`src/rtl/sigma_delta_adc_multi.sv`:
```
// Multi-lane sigma-delta ADC: per-lane modulator feedback + CIC decimator +
// saturating requantiser, with frames streamed one channel at a time.

module sigma_delta_adc_lane #(
    parameter int OVERSAMPLE_RATE = 64,
    parameter int CIC_STAGES      = 2,
    parameter int ADC_BITLEN      = 8
) (
    input  logic                  clk,
    input  logic                  rst,
    input  logic                  en,
    input  logic                  strobe,
    input  logic                  lvds,
    output logic                  fb,
    output logic [ADC_BITLEN-1:0] u
);
    localparam int LOG2R = $clog2(OVERSAMPLE_RATE);
    localparam int W     = CIC_STAGES * LOG2R + 1;
    localparam int SHIFT = CIC_STAGES * LOG2R - ADC_BITLEN;
    localparam logic [W-1:0] FS = {1'b0, {(W-1){1'b1}}};

    logic [CIC_STAGES-1:0][W-1:0] integ, dly;
    logic [CIC_STAGES:0][W-1:0]   comb;
    logic [W-1:0]                 comb_q, sat;

    always_ff @(posedge clk or posedge rst) begin
        if (rst) fb <= 1'b0;
        else     fb <= lvds;
    end

    always_comb begin
        comb    = '0;
        comb[0] = integ[CIC_STAGES-1];
        for (int i = 0; i < CIC_STAGES; i++)
            comb[i+1] = comb[i] - dly[i];
    end

    // Modular wrap in integrators/combs is intended; the comb result is exact.
    always_ff @(posedge clk or posedge rst) begin
        if (rst) begin
            integ  <= '0;
            dly    <= '0;
            comb_q <= '0;
        end else if (!en) begin
            integ  <= '0;
            dly    <= '0;
            comb_q <= '0;
        end else begin
            integ[0] <= integ[0] + {{(W-1){1'b0}}, fb};
            for (int i = 1; i < CIC_STAGES; i++)
                integ[i] <= integ[i] + integ[i-1];
            if (strobe) begin
                for (int i = 0; i < CIC_STAGES; i++)
                    dly[i] <= comb[i];
                comb_q <= comb[CIC_STAGES];
            end
        end
    end

    // Only full-scale (R^N) sets the top bit; clamp it so it never wraps to 0.
    assign sat = comb_q[W-1] ? FS : comb_q;
    assign u   = ADC_BITLEN'(sat >> SHIFT);
endmodule

module sigma_delta_adc_multi #(
    parameter int CHANNELS        = 4,
    parameter int OVERSAMPLE_RATE = 64,
    parameter int CIC_STAGES      = 2,
    parameter int ADC_BITLEN      = 8,
    localparam int CW = (CHANNELS > 1) ? $clog2(CHANNELS) : 1
) (
    input  logic                  clk,
    input  logic                  rst,
    input  logic                  adc_enable,
    input  logic [CHANNELS-1:0]   adc_lvds_pin,
    output logic [CHANNELS-1:0]   adc_fb_pin,
    output logic [ADC_BITLEN-1:0] out_u_data,
    output logic [ADC_BITLEN-1:0] out_s_data,
    output logic [CW-1:0]         out_chan,
    output logic                  out_last,
    output logic                  out_valid,
    input  logic                  out_ready,
    output logic                  overrun,
    input  logic                  overrun_clr
);
    localparam int LOG2R = $clog2(OVERSAMPLE_RATE);
    localparam int WW    = $clog2(CIC_STAGES + 1);
    localparam logic [CW-1:0] LAST_CH = CW'(CHANNELS - 1);
    localparam logic [WW-1:0] WARM_N  = WW'(CIC_STAGES);

    typedef enum logic {IDLE, SEND} state_t;

    logic [LOG2R-1:0] cnt;
    logic [WW-1:0]    warm;
    logic             strobe, comb_vld, frame_ok;
    logic [CHANNELS-1:0][ADC_BITLEN-1:0] lane_u, lane_s, hold_u, hold_s;

    state_t       state, state_n;
    logic [CW-1:0] chan, chan_n;
    logic         load, ovr_set;

    assign strobe   = adc_enable && (&cnt);
    assign frame_ok = comb_vld && (warm == WARM_N);

    for (genvar k = 0; k < CHANNELS; k++) begin : g_lane
        sigma_delta_adc_lane #(
            .OVERSAMPLE_RATE(OVERSAMPLE_RATE),
            .CIC_STAGES     (CIC_STAGES),
            .ADC_BITLEN     (ADC_BITLEN)
        ) u_lane (
            .clk   (clk),
            .rst   (rst),
            .en    (adc_enable),
            .strobe(strobe),
            .lvds  (adc_lvds_pin[k]),
            .fb    (adc_fb_pin[k]),
            .u     (lane_u[k])
        );
        assign lane_s[k] = {~lane_u[k][ADC_BITLEN-1], lane_u[k][ADC_BITLEN-2:0]};
    end

    // Decimation counter, comb-valid flag and warm-up counter shared by all lanes.
    always_ff @(posedge clk or posedge rst) begin
        if (rst) begin
            cnt      <= '0;
            comb_vld <= 1'b0;
            warm     <= '0;
        end else if (!adc_enable) begin
            cnt      <= '0;
            comb_vld <= 1'b0;
            warm     <= '0;
        end else begin
            cnt      <= cnt + 1'b1;
            comb_vld <= strobe;
            if (comb_vld && warm != WARM_N) warm <= warm + 1'b1;
        end
    end

    always_comb begin
        state_n = state;
        chan_n  = chan;
        load    = 1'b0;
        ovr_set = 1'b0;
        case (state)
            IDLE: if (frame_ok) begin
                load    = 1'b1;
                state_n = SEND;
                chan_n  = '0;
            end
            SEND: begin
                ovr_set = frame_ok;
                if (out_ready) begin
                    if (chan == LAST_CH) begin
                        state_n = IDLE;
                        chan_n  = '0;
                    end else begin
                        chan_n = chan + 1'b1;
                    end
                end
            end
            default: state_n = IDLE;
        endcase
        if (!adc_enable) begin
            state_n = IDLE;
            chan_n  = '0;
            load    = 1'b0;
            ovr_set = 1'b0;
        end
    end

    always_ff @(posedge clk or posedge rst) begin
        if (rst) begin
            state   <= IDLE;
            chan    <= '0;
            hold_u  <= '0;
            hold_s  <= '0;
            overrun <= 1'b0;
        end else begin
            state <= state_n;
            chan  <= chan_n;
            if (load) begin
                hold_u <= lane_u;
                hold_s <= lane_s;
            end
            // A new overrun in the same cycle as a clear wins.
            if (ovr_set)          overrun <= 1'b1;
            else if (overrun_clr) overrun <= 1'b0;
        end
    end

    assign out_valid  = (state == SEND);
    assign out_chan   = chan;
    assign out_last   = out_valid && (chan == LAST_CH);
    assign out_u_data = hold_u[chan];
    assign out_s_data = hold_s[chan];
endmodule
```
`config.mk`:
```
export PLATFORM = sky130hd
export DESIGN_NAME = sigma_delta_adc_multi
export DESIGN_NICKNAME = d
export VERILOG_FILES = /design/src/rtl/sigma_delta_adc_multi.sv
export SDC_FILE = /design/constraint.sdc
export NUM_CORES = 1
export LEC_CHECK = 0
export BUFFER_PORTS_ARGS = -buffer_cell sky130_fd_sc_hd__buf_2
export CAP_MARGIN = 10
export CORE_UTILIZATION = 45
export CTS_CLUSTER_DIAMETER = 150
export DETAILED_ROUTE_END_ITERATION = 12
export PLACE_DENSITY = 0.71
export SLEW_MARGIN = 20
export SYNTH_ARGS = -nofsm -noshare
export SYNTH_HDL_FRONTEND = slang
export SYNTH_SLANG_ARGS = --single-unit
```
`constraint.sdc`:
```
create_clock -name clk -period 16.1 [get_ports clk]
set_input_delay 4.83 -clock clk [delete_from_list [all_inputs] [get_ports clk]]
set_output_delay 4.83 -clock clk [all_outputs]
set_load 0.05 [all_outputs]
```
Word level (Yosys, flattened, before mapping)
Index checks and enable logic that the tools add are counted.
W data, S select, Z words.
- equal/unequal tests: 7
- divide/modulo/power cells: 0
- $mul: 0
- multiplexer cells: 48
- shift operators: 0
- bitwise gates (word level): 5
- add/sub/neg operators: 19
- order comparisons: 1
- reductions and logical operators: 7
- operators by type and width (cell ; number):
    $mux W26 ; 12
    $mux W13 ; 8
    $sub A13 B13 Y13 ; 8
    $add A13 B1 Y13 ; 4
    $add A13 B13 Y13 ; 4
    $mux W12 ; 4
    $bmux W8 S2 ; 2
    $mux W8 ; 2
    $mux W2 ; 6
    $mux W1 ; 11
    $add A6 B1 Y6 const B ; 1
    $mux W6 ; 1
    $ne A3 B3 Y1 const B ; 2
    $reduce_and A6 Y1 ; 1
    $not A1 Y1 ; 5
    $add A2 B1 Y2 const B ; 2
    $eq A2 B2 Y1 const B ; 2
    $logic_and A1 B1 Y1 ; 4
    $ne A2 B1 Y1 const B ; 2
    $pmux W2 S2 ; 1
    $lt A2 B3 Y1 const B ; 1
    $ne A2 B2 Y1 const B ; 1
    $pmux W1 S2 ; 1
    $reduce_and A2 Y1 ; 1
    $reduce_bool A2 Y1 ; 1
- bits in writable memories: 0
- output and inout bits: 25
- bits of input ports: 9
- register bits: 341
- memories: 0
- bits in read-only memories: 0
- bits in latches: 0

Depth between registers and ports, before layout
Gate-level depths: netlist of run 1.
- depth after elaboration: 5
- gate-level depth with buffers: 18
- gate-level depth less buffers: 18

By module
Synthesis of run 1 repeated with hierarchy kept, for this count alone.
- cell total of the unflattened synthesis: 1827
- area total of the unflattened synthesis: 18868.1 um2
- modules (own cells, without submodules) (module ; instances ; area an instance (um2) ; cells an instance):
    sigma_delta_adc_lane (g_lane[0].u_lane ...) ; 2 ; 4146.5 ; 416
    sigma_delta_adc_lane (g_lane[2].u_lane) ; 1 ; 4121.5 ; 420
    sigma_delta_adc_lane (g_lane[3].u_lane) ; 1 ; 4112.7 ; 420
    sigma_delta_adc_multi ; 1 ; 2341.0 ; 155

Worst setup path after synthesis of run 1
OpenSTA, ideal clock, no wires.
- path kind: reg-to-output
- start point: register chan[0] (netlist: out_chan[0])
- end point: output port out_u_data[0]
- data arrival time: 2185 ps
- slack: 9085 ps
- cell stages (with the launch flop): 4
- cells stage by stage: dfrtp_1 buf_1 mux4_2 buf_4
- word-level cells in the longest chain between the ends: 2
- ends and longest elaborated chain (what ; line ; text):
    start, declared ; 99 ; logic [CW-1:0] chan, chan_n;
    start signal, assigned ; 180 ; chan <= chan_n;
    $bmux W8 S2 ; 194 ; assign out_u_data = hold_u[chan];
    $mux W8 (implied by the code) ; 194 ;
    end, declared ; 77 ; output logic [ADC_BITLEN-1:0] out_u_data,
Every way passes these cells. The select of a mux whose other input is x is not followed.

Worst setup path after layout of run 1
- start point: register chan[0] (netlist: out_chan[0])
- end point: output port out_u_data[6]
Same word-level chain as after synthesis.

==> results of run 1 <==
## metrics by stage
stage | hold WS [ps] | setup slack (ps) | instances | area [um2] | power (mW)
floorplan | 424.8 | 3066 | 1919 | 17350 | 0.9977
global placement | 439.9 | 9154 | 2394 | 17930 | 1.041
global route | 472.9 | 8927 | 2454 | 19170 | 1.967
finish | 451.9 | 9085 | 2454 | 19170 | 1.875
detailed placement | 446.9 | 9118 | 2394 | 17930 | 1.049
CTS | 455.3 | 9034 | 2454 | 19170 | 1.901
## synthesized netlist by cell type, drive strengths merged (2+ instances only)
cell type  number  area share
o211ai          7      0.0030
nand2b         14      0.0050
nand4b          2      0.0010
xor2           68       0.034
nor2b          10      0.0036
nand4          13      0.0047
and3           17      0.0061
o31ai          11      0.0048
o2111ai         2      0.0010
a31o            2      0.0010
a21boi          7      0.0030
a21o           42       0.018
a31oi           3      0.0011
o21ai          80       0.023
nand3          43       0.012
inv           137       0.030
nor3            8      0.0023
o41ai           6      0.0039
o22ai           2     0.00072
dfrtp         297        0.43
and2           30       0.011
a41o            2      0.0012
or2             5      0.0018
o31a            2      0.0010
or3            16      0.0058
a2111oi         4      0.0031
nand2         332       0.072
fa              8      0.0092
o21a            9      0.0039
clkbuf         59       0.013
mux4            9       0.012
mux2i           3      0.0017
buf            18      0.0063
o21bai         21      0.0091
a21oi         191       0.056
nor3b           5      0.0022
ha            151        0.11
a32o            2      0.0012
nor2          161       0.035
nand3b          7      0.0030
xnor2          83       0.042
a211oi         18      0.0078
## logic make-up after synthesis
kind of cell	Yosys count	synth area share
AO/OA/AOI/OAI	417	0.1458
XOR/XNOR	152	0.07794
adder cells (fa/ha/maj)	159	0.1181
buffers and inverters	214	0.04867
flip-flops	297	0.4283
multiplexers	13	0.01406
AND/OR/NAND/NOR	667	0.1672
## worst paths after layout
path                                          startpoint                     endpoint  slack [ps]  cells past startpoint
worst max-delay path                         out_chan[0]                out_u_data[6]        9080                      2
worst min-delay path                              cnt[0]                       cnt[0]         450                      1
worst max register to register  g_lane[2].u_lane.comb[1]  g_lane[2].u_lane.comb_q[12]       12280                     15
worst min register to register                    cnt[0]                       cnt[0]         450                      1
max in group asynchronous                            rst     g_lane[0].u_lane.dly[14]       10190                      3
min in group asynchronous                            rst   g_lane[3].u_lane.integ[11]        4520                      2
## per-layer routing
metal	up-vias	wire (um)	global-route usage
met5	-	0	0
met4	0	638	0.04852
met3	43	1240	0.02696
met2	154	16280	0.3160
met1	6224	16110	0.2382
li1	6469	-	-
## worst register-to-register path: stages (launching register included)
cell and delay [ps]:
dfrtp_1 460, ha_1 320, nor2b_1 120, o21ai_0 180, a21boi_0 180, or2_2 320, a21oi_1 180, xnor2_1 190
ha_1 320, a21o_1 170, a41o_1 240, a21oi_2 230, o21ai_0 210, o31a_1 290, xnor3_1 200, o21ai_1 60
## final cells by class
| type | count | area [um2] |
|---|---|---|
| repair buffers | 41 | 237.7 |
| fillers | 3455 | 18680 |
| clock inverters | 7 | 146.4 |
| clock buffers | 53 | 1087 |
| flip-flops and latches | 297 | 7432 |
| multi-input cells | 1408 | 9097 |
| inverters | 137 | 526.8 |
| well taps | 511 | 639.4 |
## sequential cells by signal, summed over array words and instances (netlist names)
| signal | cells |
|---|---|
| g_lane.u_lane.comb_q | 36 |
| overrun | 1 |
| g_lane.u_lane.dly | 104 |
| hold_u | 32 |
| comb_vld | 1 |
| g_lane.u_lane.fb | 4 |
| out_chan | 2 |
| warm | 2 |
| g_lane.u_lane.comb | 52 |
| hold_s | 4 |
| g_lane.u_lane.integ | 52 |
| out_valid | 1 |
| cnt | 6 |
## power by group
group	internal, mW	total (mW)	switching [mW]
Sequential	0.754	0.762	0.00881
Combinational	0.117	0.272	0.155
Clock	0.529	0.840	0.311
==> summary.txt, run 1 <==
Status - complete, no violations
Via Count - 12.89k
Final wirelength - 34280 um
Critical path class - flip-flop to output pin
Max-Cap Viols - 0
Postcts setup bufs - 0
Initial drt markers - 617
Die ar. - 39350 um2
Final Hold Vio Count - 0
Slowest cell on the critical path - dfrtp_1
CTS tree - yes
Dominant synthesized flop cell - dfrtp_1
Net count, final - 2089
Share of layout cells above drive strength 1 - 0.06382
CP Launch Type - flip-flop
Final Skew - 20.34 ps
WP data arrival - 2190 ps
# resized after CTS - 0
Core ar. - 37840 um2
Initial antenna violation count - 0
Achievable frequency - 0.1425 GHz
Vias in the first global route - 12.79k
Gpl congestion - 0.8357
Most frequent cells in the layout - 332 x nand2_1, 297 x dfrtp_1, 188 x a21oi_1, 161 x nor2_1, 151 x ha_1
# IOs - 34
RSZ-0062 raised after global routing - no
Area grow syn2layout - 10.45%
# clock sinks - 297
Final Max Tran Viols - 0
H-tree levels - 2
Cell Chain, Critical Path - mux4_2 -> buf_2
Grt total ovfl - 0
EDFF count, synth - 0
Commonest non-fill, non-tap cell in the layout - nand2_1
Min Tclk post-route - 7015 ps
Part of the Yosys area used for sequential elements - 0.4283
Worst slew pin tran - 1046 ps
Maximum vdd drop - 0.05919 mV
First-pass GRT wire length - 59840 um
Delay-heaviest family, CP - flip-flops
Die boundary height - 198.4 um
Crit Path Max Fanout - 14
DR WL/cell - 13.97 um
Relative slew slack - 0.3028
DRC errors left - 0
Number of diodes - 0
Clk pin slew, worst setup/hold paths - 60 ps
Util after Layout - 0.5065
Required time worst endpoint - 11270 ps
Initial core utilization - 0.4586
Cell count after synthesis - 1919
Ys Warns - 0
Final setup viols - 0
Post-DP HPWL - 22930 um
Die X - 198.4 um
Largest net degree at the start of global routing - 170
Std-Cell Rows - 71
Pwr/cell area - 97.80 nW/um2
Port-buffer cells - 33
Min-Delay Path Class - flip-flop to flip-flop
Setup tns final - 0 ps
Pleak - 8.946 nW
Syn Nets - 2087
Pre-Repair DR Iteration Count - 5
Fin crit share - 0.4357
CP Capture Type - output pin
Max incr delay on CP - 760 ps
Unique masters post-synth - 61
CTS buffer count - 36
Async set or reset register ratio after synthesis - 1.000
Clk_lat worst skew - 530 ps
Total track usage - 0.1827
Mean Syn Cell Area - 9.043 um2
FF+latch count, synth - 297
Cell area after synthesis - 17350 um2
Drt via density - 5.253
ANT nets after route - 0
Root Driver - clkbuf_16
CTS max path bufs - 3
Critical path buffer and inverter count - 1
Hold buffers post-CTS - 0
No activity file was read; power rests on OpenSTA's default activity.
==> run 2: changes to the inputs <==
ABC_AREA = 1   (was not set)
PLACE_DENSITY = 0.74   (was 0.71)
clock period = 5.8 ns   (was 16.1 ns; I/O delays follow)
==> run 2 against run 1 <==
Against the previous run:
- total power grew to 2.7 times the previous value
- critical path type unchanged
- final cell count is 15% higher
- highest routed layer unchanged
- register-to-register slack worse by 9900 ps
- utilization is 0.26 points lower
==> summary.txt, run 2 <==
CP Capture Type - output pin
Final Max Tran Viols - 0 (unchanged)
Max-Cap Viols - 0 (unchanged)
CTS buffer count - 34 (-5.6%)
Die ar. - 40580 um2 (+3.1%)
Std-Cell Rows - 72 (+1.4%)
Postcts setup bufs - 0 (unchanged)
Synth area leader - dfrtp_1
Required time worst endpoint - 4060 ps (-7210 ps)
Vias in the first global route - 14.59k (+14%)
Min Tclk post-route - 3858 ps
Final setup viols - 0 (unchanged)
Grt total ovfl - 0 (unchanged)
# resized after CTS - 0 (unchanged)
Ys Warns - 0 (unchanged)
Commonest non-fill, non-tap cell in the layout - nand2_1
Final cell count without fillers - 2828 (+15%)
Top post-synthesis cells by area - dfrtp_1 42%, nand2_1 11%, ha_1 11%
Area grow syn2layout - 9.562%
Synth top area share - 0.4152 (-0.01305)
Share of layout cells above drive strength 1 - 0.04892 (-0.01490)
First-pass GRT wire length - 67790 um (+13%)
Final wirelength - 38850 um (+13%)
Pre-Repair DR Iteration Count - 5 (unchanged)
WP data arrival - 2120 ps (-70 ps)
Crit Path Max Fanout - 22 (+8)
Die X - 201.4 um (+1.5%)
Drt via density - 5.287 (+0.66%)
Number of diodes - 0 (unchanged)
CP Launch Type - flip-flop
Mean Syn Cell Area - 7.885 um2 (-13%)
FF+latch count, synth - 297 (unchanged)
ANT nets after route - 0 (unchanged)
H-tree levels - 2 (unchanged)
CTS max path bufs - 3 (unchanged)
EDFF count, synth - 0 (unchanged)
Die boundary height - 201.4 um (+1.5%)
Max FFs per register - 104 (unchanged)
Port-buffer cells - 33 (unchanged)
Fillers - 3625 (+4.9%)
Post-DP HPWL - 26850 um (+17%)
Reg with most FFs - g_lane.u_lane.dly
Post-synth top cells - 536 x nand2_1, 297 x dfrtp_1, 281 x o21ai_0
Reg2Reg Setup Slack - 2350 ps (-9930 ps)
Unique masters post-synth - 40 (-34%)
Most frequent cells in the layout - 536 x nand2_1, 297 x dfrtp_1, 281 x o21ai_0, 255 x inv_1, 190 x a21oi_1
DRC errors left - 0 (unchanged)
Count leader, synth - nand2_1
DR WL/cell - 13.74 um (-1.6%)
Dominant synthesized flop cell - dfrtp_1
Worst slew pin tran - 967.7 ps (-78.14 ps)
Pwr/cell area - 262.3 nW/um2 (+170%)
Setup tns final - 0 ps (unchanged)
Clk_lat worst skew - 520 ps (about the same)
# clock sinks - 297 (unchanged)
Status - complete, no violations
Dpl cells - 2766 (+16%)
Clk pin slew, worst setup/hold paths - 60 ps (about the same)
Min-Delay Path Class - flip-flop to flip-flop
Initial drt markers - 908 (+47%)
Achievable frequency - 0.2592 GHz
Gpl congestion - 0.8848 (+5.9%)
Crit path from - out_chan[0]
Critical R2R Launch - g_lane[2].u_lane.comb[0]
Critical path class - flip-flop to output pin
Net count, final - 2453 (+17%)
Syn Nets - 2438 (+17%)
Min Hold Slack - 475.1 ps (+23.27 ps)
Relative slew slack - 0.3539 (+0.05115)
Pleak - 10.13 nW (+13%)
Initial core utilization - 0.4599 (+0.001368)
CTS tree - yes
Min-Delay Startpoint - g_lane[1].u_lane.comb_q[6]
Async set or reset register ratio after synthesis - 1.000 (unchanged)
RSZ-0062 raised after global routing - no
Largest net degree at the start of global routing - 106 (-38%)
Cell area after synthesis - 17900 um2 (+3.1%)
Final Skew - 26.73 ps (+6.390 ps)
Fin crit share - 0.6652
Part of the Yosys area used for sequential elements - 0.4152 (-0.01305)
Hold buffers post-CTS - 0 (unchanged)
Core ar. - 38920 um2 (+2.8%)
# IOs - 34 (unchanged)
Final Hold Vio Count - 0 (unchanged)
Root Driver - clkbuf_16
Cell count after synthesis - 2270 (+18%)
Via Count - 14.95k (+16%)
Maximum vdd drop - 0.1322 mV (+120%)
Total track usage - 0.1958 (+0.01309)
Initial antenna violation count - 0 (unchanged)
-- run 2: cell types whose count changed in the layout (fill, tap and decap cells not counted), sizes merged, moves of 19 or more --
| cell | change |
|---|---|
| a21o | -35 |
| inv | +123 |
| o21bai | -19 |
| nand2 | +205 |
| xnor2 | -69 |
| and2 | -24 |
| nand3 | +60 |
| o21ai | +226 |
-- run 2: worst paths after layout --
path	end	cells past startpoint
min reg2reg	g_lane[1].u_lane.comb_q[6]	2
max reg2reg	g_lane[2].u_lane.comb_q[12]	20
max in group asynchronous	g_lane[3].u_lane.dly[8]	4
min in group asynchronous	g_lane[2].u_lane.comb_q[4]	2
min	g_lane[1].u_lane.comb_q[6]	2
max	out_u_data[1]	4
-- run 2: cell type report --
class                      count  area (um2)  share of cell area
multi-input combinational   1648        9159              0.4670
sequential                   297        7432              0.3790
clock buffer                  52        1030             0.05251
inverter                     260       979.7             0.04996
tap                          518       648.1             0.03305
timing repair buffer          44       289.0             0.01474
clock inverter                 9       73.82            0.003764
-- run 2: power breakdown --
part | internal [mW] | switching [mW]
sequential | 2.09 | 0.0248
combinational | 0.315 | 0.595
clock | 1.27 | 0.850
-- run 2: worst max-delay path, cell delays in order, from the launching register on --
cell and delay, ps:
dfrtp_1 730, inv_2 270, o21ai_0 240, o22ai_1 130, buf_2 230
-- run 2: logic make-up after synthesis --
| group | share of synthesized area |
|---|---|
| DFF | 0.4152 |
| buffers and inverters | 0.07340 |
| adders and majority gates | 0.1145 |
| xor gates and xnor gates | 0.03425 |
| AOI/OAI and AO/OA | 0.1680 |
| and+or+nand+nor | 0.1946 |
-- run 2: layer usage --
layer / GRT usage / wire, um
met5: 0 / 0
met2: 0.3176 / 17540
met1: 0.2726 / 18970
met3: 0.02689 / 1512
met4: 0.05655 / 838
-- run 2: metrics by stage --
stage                     area [um2]  power [mW]    util  setup slack [ps]
after floorplan                17900       2.860       -             114.9
after global placement         18480       3.027  0.4748              1399
after detailed placement       18480       3.048  0.4748              1349
after CTS                      19580       5.198  0.5032              1910
after global routing           19610       5.424  0.5039              1804
final                          19610       5.145  0.5039              1942
